`config.mk`:
```
export PLATFORM = sky130hd
export DESIGN_NAME = fifo_window_reader_flat
export DESIGN_NICKNAME = d
export VERILOG_FILES = /design/src/rtl/fifo_window_reader_if.sv /design/src/rtl/fifo_window_reader.sv /design/src/flat_wrapper.sv
export SDC_FILE = /design/constraint.sdc
export NUM_CORES = 1
export LEC_CHECK = 0
export CORE_ASPECT_RATIO = 0.7
export CORE_UTILIZATION = 30
export DETAILED_ROUTE_END_ITERATION = 12
export SYNTH_ARGS = -nofsm -noshare
export SYNTH_HDL_FRONTEND = slang
export SYNTH_SLANG_ARGS = --single-unit
```
`constraint.sdc`:
```
create_clock -name clk -period 10 [get_ports clk]
set_input_delay 1 -clock clk [delete_from_list [all_inputs] [get_ports clk]]
set_output_delay 1 -clock clk [all_outputs]
set_load 0.02 [all_outputs]
```
`src/rtl/fifo_window_reader_if.sv`:
```
// Handshake and data bundle between the window reader, its FIFO heads and its controller.
// The reader sits on the slave modport; the environment sits on the master modport.
interface fifo_window_reader_if #(
    parameter int unsigned DataWidth = 32,
    parameter int unsigned SumWidth  = DataWidth + 4
);
    logic                 Start;
    logic [15:0]          Length;
    logic                 Empty;
    logic [DataWidth-1:0] DataOut1;
    logic [DataWidth-1:0] DataOut2;
    logic                 Pop1;
    logic                 Pop2;
    logic [SumWidth-1:0]  Sum;
    logic                 SumValid;
    logic                 Busy;
    logic                 Done;
    logic                 Err;

    modport master (
        output Start, Length, Empty, DataOut1, DataOut2,
        input  Pop1, Pop2, Sum, SumValid, Busy, Done, Err
    );

    modport slave (
        input  Start, Length, Empty, DataOut1, DataOut2,
        output Pop1, Pop2, Sum, SumValid, Busy, Done, Err
    );
endinterface

```
`src/rtl/fifo_window_reader.sv`:
```
// Sliding-window sum over a FIFO read through two show-ahead heads lagging by WindowLen words.
// The plus-head feeds new words in, the minus-head retires the word leaving the window.
module fifo_window_reader #(
    parameter int unsigned DataWidth = 32,
    parameter int unsigned WindowLen = 4,
    parameter int unsigned SumWidth  = DataWidth + 4
) (
    input logic                  clk,
    input logic                  aclr,
    input logic                  clk_en,
    fifo_window_reader_if.slave  bus
);
    localparam logic [15:0] KLen   = 16'(WindowLen);
    localparam logic [15:0] KLast  = 16'(WindowLen - 1);
    localparam logic [3:0]  KDrain = 4'(WindowLen - 1);

    typedef enum logic [2:0] {StIdle, StFill, StSlide, StDrain, StFin} state_e;

    state_e              state_q, state_d;
    logic [SumWidth-1:0] sum_q, sum_d;
    logic [15:0]         len_q, len_d;
    logic [15:0]         plus_cnt_q, plus_cnt_d;
    logic [3:0]          drain_cnt_q, drain_cnt_d;
    logic                reject_q, reject_d;
    logic                sum_valid_q, sum_valid_d;
    logic                done_q, done_d;
    logic                err_q, err_d;
    logic                pop1, pop2;

    function automatic logic [SumWidth-1:0] sext(input logic [DataWidth-1:0] d);
        return {{(SumWidth - DataWidth){d[DataWidth-1]}}, d};
    endfunction

    always_comb begin
        pop1 = clk_en & ~aclr & ~bus.Empty & ((state_q == StFill) | (state_q == StSlide))
             & (plus_cnt_q < len_q);
        // Both heads move together in SLIDE; DRAIN only retires the minus-head backlog.
        pop2 = ((state_q == StSlide) & pop1) | ((state_q == StDrain) & clk_en & ~aclr);
    end

    always_comb begin
        state_d     = state_q;
        sum_d       = sum_q;
        len_d       = len_q;
        plus_cnt_d  = plus_cnt_q;
        drain_cnt_d = drain_cnt_q;
        reject_d    = reject_q;
        sum_valid_d = 1'b0;
        done_d      = 1'b0;
        err_d       = 1'b0;
        unique case (state_q)
            StIdle: begin
                if (bus.Start) begin
                    if (bus.Length < KLen) begin
                        reject_d = 1'b1;
                        state_d  = StFin;
                    end else begin
                        reject_d    = 1'b0;
                        len_d       = bus.Length;
                        sum_d       = '0;
                        plus_cnt_d  = '0;
                        drain_cnt_d = '0;
                        state_d     = StFill;
                    end
                end
            end
            StFill: begin
                if (pop1) begin
                    sum_d      = sum_q + sext(bus.DataOut1);
                    plus_cnt_d = plus_cnt_q + 16'd1;
                    if (plus_cnt_q == KLast) begin
                        sum_valid_d = 1'b1;
                        state_d     = StSlide;
                    end
                end
            end
            StSlide: begin
                if (pop1) begin
                    sum_d       = sum_q + sext(bus.DataOut1) - sext(bus.DataOut2);
                    plus_cnt_d  = plus_cnt_q + 16'd1;
                    sum_valid_d = 1'b1;
                    if (plus_cnt_d == len_q) state_d = StDrain;
                end else if (plus_cnt_q == len_q) begin
                    state_d = StDrain;
                end
            end
            StDrain: begin
                drain_cnt_d = drain_cnt_q + 4'd1;
                if (drain_cnt_q == KDrain) state_d = StFin;
            end
            StFin: begin
                done_d  = 1'b1;
                err_d   = reject_q;
                state_d = StIdle;
            end
            default: state_d = StIdle;
        endcase
    end

    always_ff @(posedge clk) begin
        if (aclr) begin
            state_q     <= StIdle;
            sum_q       <= '0;
            len_q       <= '0;
            plus_cnt_q  <= '0;
            drain_cnt_q <= '0;
            reject_q    <= 1'b0;
            sum_valid_q <= 1'b0;
            done_q      <= 1'b0;
            err_q       <= 1'b0;
        end else if (clk_en) begin
            state_q     <= state_d;
            sum_q       <= sum_d;
            len_q       <= len_d;
            plus_cnt_q  <= plus_cnt_d;
            drain_cnt_q <= drain_cnt_d;
            reject_q    <= reject_d;
            sum_valid_q <= sum_valid_d;
            done_q      <= done_d;
            err_q       <= err_d;
        end
    end

    // Strobes frozen by a low clk_en are masked, then shown once enable returns.
    assign bus.Pop1     = pop1;
    assign bus.Pop2     = pop2;
    assign bus.Sum      = sum_q;
    assign bus.SumValid = sum_valid_q & clk_en;
    assign bus.Done     = done_q & clk_en;
    assign bus.Err      = err_q & clk_en;
    assign bus.Busy     = (state_q != StIdle);
endmodule

```
`src/flat_wrapper.sv`:
```
// flat-port wrapper written by rule: the top's interface ports become plain ports
module fifo_window_reader_flat 
#(
    parameter int unsigned DataWidth = 32,
    parameter int unsigned WindowLen = 4,
    parameter int unsigned SumWidth  = DataWidth + 4
)
  (clk, aclr, clk_en, bus_Start, bus_Length, bus_Empty, bus_DataOut1, bus_DataOut2, bus_Pop1, bus_Pop2, bus_Sum, bus_SumValid, bus_Busy, bus_Done, bus_Err);
  fifo_window_reader_if #(.DataWidth(DataWidth), .SumWidth(SumWidth)) bus_i ();
  input logic clk;
  input logic aclr;
  input logic clk_en;
  input wire logic [$bits(bus_i.Start)-1:0] bus_Start;
  input wire logic [$bits(bus_i.Length)-1:0] bus_Length;
  input wire logic [$bits(bus_i.Empty)-1:0] bus_Empty;
  input wire logic [$bits(bus_i.DataOut1)-1:0] bus_DataOut1;
  input wire logic [$bits(bus_i.DataOut2)-1:0] bus_DataOut2;
  output wire logic [$bits(bus_i.Pop1)-1:0] bus_Pop1;
  output wire logic [$bits(bus_i.Pop2)-1:0] bus_Pop2;
  output wire logic [$bits(bus_i.Sum)-1:0] bus_Sum;
  output wire logic [$bits(bus_i.SumValid)-1:0] bus_SumValid;
  output wire logic [$bits(bus_i.Busy)-1:0] bus_Busy;
  output wire logic [$bits(bus_i.Done)-1:0] bus_Done;
  output wire logic [$bits(bus_i.Err)-1:0] bus_Err;
  assign bus_i.Start = bus_Start;
  assign bus_i.Length = bus_Length;
  assign bus_i.Empty = bus_Empty;
  assign bus_i.DataOut1 = bus_DataOut1;
  assign bus_i.DataOut2 = bus_DataOut2;
  assign bus_Pop1 = bus_i.Pop1;
  assign bus_Pop2 = bus_i.Pop2;
  assign bus_Sum = bus_i.Sum;
  assign bus_SumValid = bus_i.SumValid;
  assign bus_Busy = bus_i.Busy;
  assign bus_Done = bus_i.Done;
  assign bus_Err = bus_i.Err;
  fifo_window_reader #(.DataWidth(DataWidth), .WindowLen(WindowLen), .SumWidth(SumWidth)) u_core (.clk(clk), .aclr(aclr), .clk_en(clk_en), .bus(bus_i));
endmodule
```
==> key figures <==
Synthesis
  – Most frequent cell after synthesis: a21oi_1
  – XOR/XNOR Fraction of Synth Area: around a tenth
  – Post-synth EDFFs: 0
  – Simple-gate area share of the yosys netlist: about 24%
  – Number of synthesized register bits: between 70 and 80
  – Synth Warn #: 0
  – Compound-Gate Fraction of Synth Area: roughly a quarter
  – Async SR Flop Fraction: 0%
  – Yosys top cell area share: between 10% and 20%
  – Gate Count Post-Synth: 1121
  – Distinct cells, synth: 70
  – Post-synthesis mux area share: 0.370%
  – Fraction of the mapped netlist area in adder cells: roughly 14%
  – Synth top cells by count: 118 x a21oi_1, 117 x nor2_1, 93 x nand2_1, 88 x ha_1, 79 x dfxtp_1
  – Synth Flop Type: dfxtp_1
  – Synthesized cell area: 8120 um2
  – Net count after synthesis: around 1300
  – Largest family of logic cells by synthesized area: compound AO/OA/AOI/OAI gates
  – Sequential-to-total area share from yosys stat: between 10% and 20%
  – Largest cells by area after synthesis: dfxtp_1 19%, ha_1 14%, a21oi_1 7.3%, xnor2_1 6.8%, nor2_1 5.4%
  – Largest area contributor in the netlist: dfxtp_1
  – Syn_area_per_cell: slightly above 7 um2

STA
  – Final Setup Violations: 0
  – Minimum clock period: about 6.3 ns
  – Max Fclk: between 0.15 and 0.2 GHz
  – Setup TNS: 0 ns
  – Unrepaired setup endpoints after global routing: no
  – Tightest Pin Transition: 0.975 ns
  – Slew HR: 35.0%
  – Clock Skews: between 0.009 and 0.01 ns
  – Final period utilization: between 60% and 70%
  – Final Max Tran Viols: 0
  – Final Hold Fails: 0

Pwr
  – IR drop worst, VDD: about 0.088 mV
  – Tot Pwr: 1460 uW
  – Pwr/cell area: around 150 nW/um2
  – Static leakage: roughly 0.0040 uW

Worst setup path
  – RR Endpoint: u_core.bus.Sum[35]
  – Critical Path Max Stage Delay: 0.50 ns
  – Arrival time worst endpoint: about 6.5 ns
  – Worst-path fanout max: 9
  – CP Class: primary input to flop
  – RR Startpoint: u_core.bus.Sum[0]
  – Crit. End Element: flop
  – Worst r2r path cells: 20
  – Startpoint class of the critical path: primary input
  – CP required: 10.20 ns
  – Cells along the critical path: clkdlybuf4s50_1 > ha_1 > fa_1 > a21o_1 > a31o_1 > a2111o_1 > a31oi_2 > nor2_1 > or2_1 > a21oi_1 > xnor2_1 > ha_1 > nand4_1 > nor2_1 > and2_1 > a41oi_1 > o21a_1 > o31a_1 > xnor2_1 > a221oi_1 > nor3_1
  – Worst R2R Setup Slack: around 4.4 ns
  – CP max-delay cell: a2111o_1

Clock network
  – Cts hold-fix bufs: 0
  – Clk sinks: a little under 80
  – CTS tree: built
  – Max Buffers Root-to-Sink: 2
  – Clock latency on the worst-skew pair: approximately 0.35 ns
  – Clock root cell: clkbuf_16
  – Cts repair resizes: 0
  – H-tree Lvls: 3
  – Clk slew on worst S/H paths: 0.07 ns
  – CTS buffer count: 9
  – Postcts setup bufs: 0

Placed design
  – DP HPWL: around 20 mm
  – Placer Congestion: 0.914
  – IO Port Bufs: between 100 and 150
  – Placed cell area: between 9000 and 10000 um2

Flow run
  – Max-Cap Viols: 0

Global route
  – Global-route wire length before repair: 41.8 mm
  – Largest net degree at the start of global routing: 82
  – Vias in the first global route: approximately 7800
  – Initial antenna violation count: 0
  – Total track usage: between 10% and 20%
  – Gr ovfl total: 0

Floorplan
  – Die height: approximately 140 um
  – Cell Rows: 49
  – Initial cell density of the core: between 30% and 40%
  – Die Span X: 199 um
  – Ports: 127
  – Die Area: 27700 um2
  – CORE AREA: 26100 um2

Final layout
  – Layout cells sized above 1: ~3.4%
  – Number of fill cells in the layout: ~2800
  – Antenna Diode Count: 0
  – Synth-to-Final Area Change: 22.1%
  – Nets: between 1000 and 1500
  – Cell area after layout: 9910 um2

Routing
  – Post-route ant nets: 0
  – Highest metal used: met4
  – Met2 wire len: between 10 and 15 mm
  – Initial DRC count: between 600 and 700
  – TritonRoute pass-1 iters: 5
  – Met1 Wirelength: 13.7 mm
  – Via-to-Cell Ratio: 5.37
  – Mean routed wirelength per cell: between 15 and 20 um
  – Vias post-DR: 8390
  – WL final: 26.1 mm
  – Metal3 WL: 1.83 mm
  – Residual DRC count: 0

Hold path
  – Hold_sp: u_core.len_q[0]
  – Hold path cells: 2
  – Worst Hold End: u_core.len_q[0]
  – Worst hold-check path type: flop to flop

Status
  – Status: finished, final reports clean
per-layer routing:
metal	GRT usage, %	vias up
li1	-	4208
met1	28.8	3887
met2	26.6	277
met3	4.00	18
met4	3.64	0
met5	0	-
area by class of cell:
cell class | instances | area, um2 | area share (%)
clock inverter | 5 | 50.0 | 0.505
inverter | 71 | 267 | 2.69
clock buffer | 10 | 229 | 2.31
multi-input combinational | 909 | 6050 | 61.0
sequential | 79 | 1580 | 16.0
tap | 357 | 447 | 4.51
timing repair buffer | 130 | 1290 | 13.0
stage by stage:
step	utilization [%]	hold slack (ns)	setup slack (ns)	cells
finish	37.9	0.461	3.67	1561
global route	37.9	0.491	3.27	1561
CTS	37.9	0.464	3.77	1561
detailed placement	36.9	0.453	3.40	1546
global placement	36.9	0.452	3.63	1546
floorplan	-	0.440	4.50	1121
logic make-up after synthesis:
kind of cell               count (synthesis)
and+or+nand+nor                          394
AOI/OAI and AO/OA                        330
buffers and inverters                    133
xor gates and xnor gates                  92
adders and majority gates                 90
DFF                                       79
muxes                                      3
worst max-delay path by stage:
stage / cells past startpoint / slack (ns) / start / end
3_5_place_dp: 21 / 3.40 / bus_DataOut1[4] / u_core.bus.Sum[35]
5_1_grt: 22 / 3.27 / bus_DataOut1[4] / u_core.bus.Sum[35]
3_3_place_gp: 21 / 3.63 / bus_DataOut1[0] / u_core.bus.Sum[35]
4_1_cts: 21 / 3.77 / bus_DataOut1[0] / u_core.bus.Sum[35]
6_report: 21 / 3.67 / bus_DataOut1[0] / u_core.bus.Sum[35]
2_1_floorplan: 21 / 4.50 / bus_DataOut1[0] / u_core.bus.Sum[35]
placed cells by master (no fill, tap or decap), drive strengths merged, types with 4 or more instances in the layout:
cell type / count
a211oi: 19
a21o: 26
a21oi: 118
a221o: 4
a221oi: 29
a311oi: 5
a31o: 4
a31oi: 15
and2: 8
and3: 7
buf: 5
clkbuf: 10
clkdlybuf4s50: 125
clkinv: 4
dfxtp: 79
ha: 88
inv: 71
nand2: 94
nand2b: 16
nand3: 28
nand4: 22
nor2: 117
nor2b: 10
nor3: 46
nor3b: 7
nor4: 16
o211ai: 7
o21a: 7
o21ai: 61
o21bai: 6
o22ai: 5
o31ai: 4
or4: 5
xnor2: 63
xor2: 29
where the power goes:
part           internal (uW)  leakage (uW)  switching (uW)  total, uW
clock network            191      0.000142             147        338
logic                    319       0.00322             445        765
registers                334      0.000644            21.2        355
state kept, by name, indices dropped and copies added, names as in the netlist:
register and cells:
u_core.bus.Sum 36, u_core.len_q 16, u_core.plus_cnt_q 16, u_core.drain_cnt_q 4
u_core.state_q 3, u_core.done_q 1, u_core.err_q 1, u_core.reject_q 1
u_core.sum_valid_q 1
critical path, delay by kind of cell:
family	cells	cell delay, ns
AND/OR/NAND/NOR	6	1.13
buffers and inverters	1	0.41
AO/OA/AOI/OAI	9	2.65
XOR/XNOR	2	0.24
adder cells (fa/ha/maj)	3	1.08
Power figures use the tool's default switching activity.
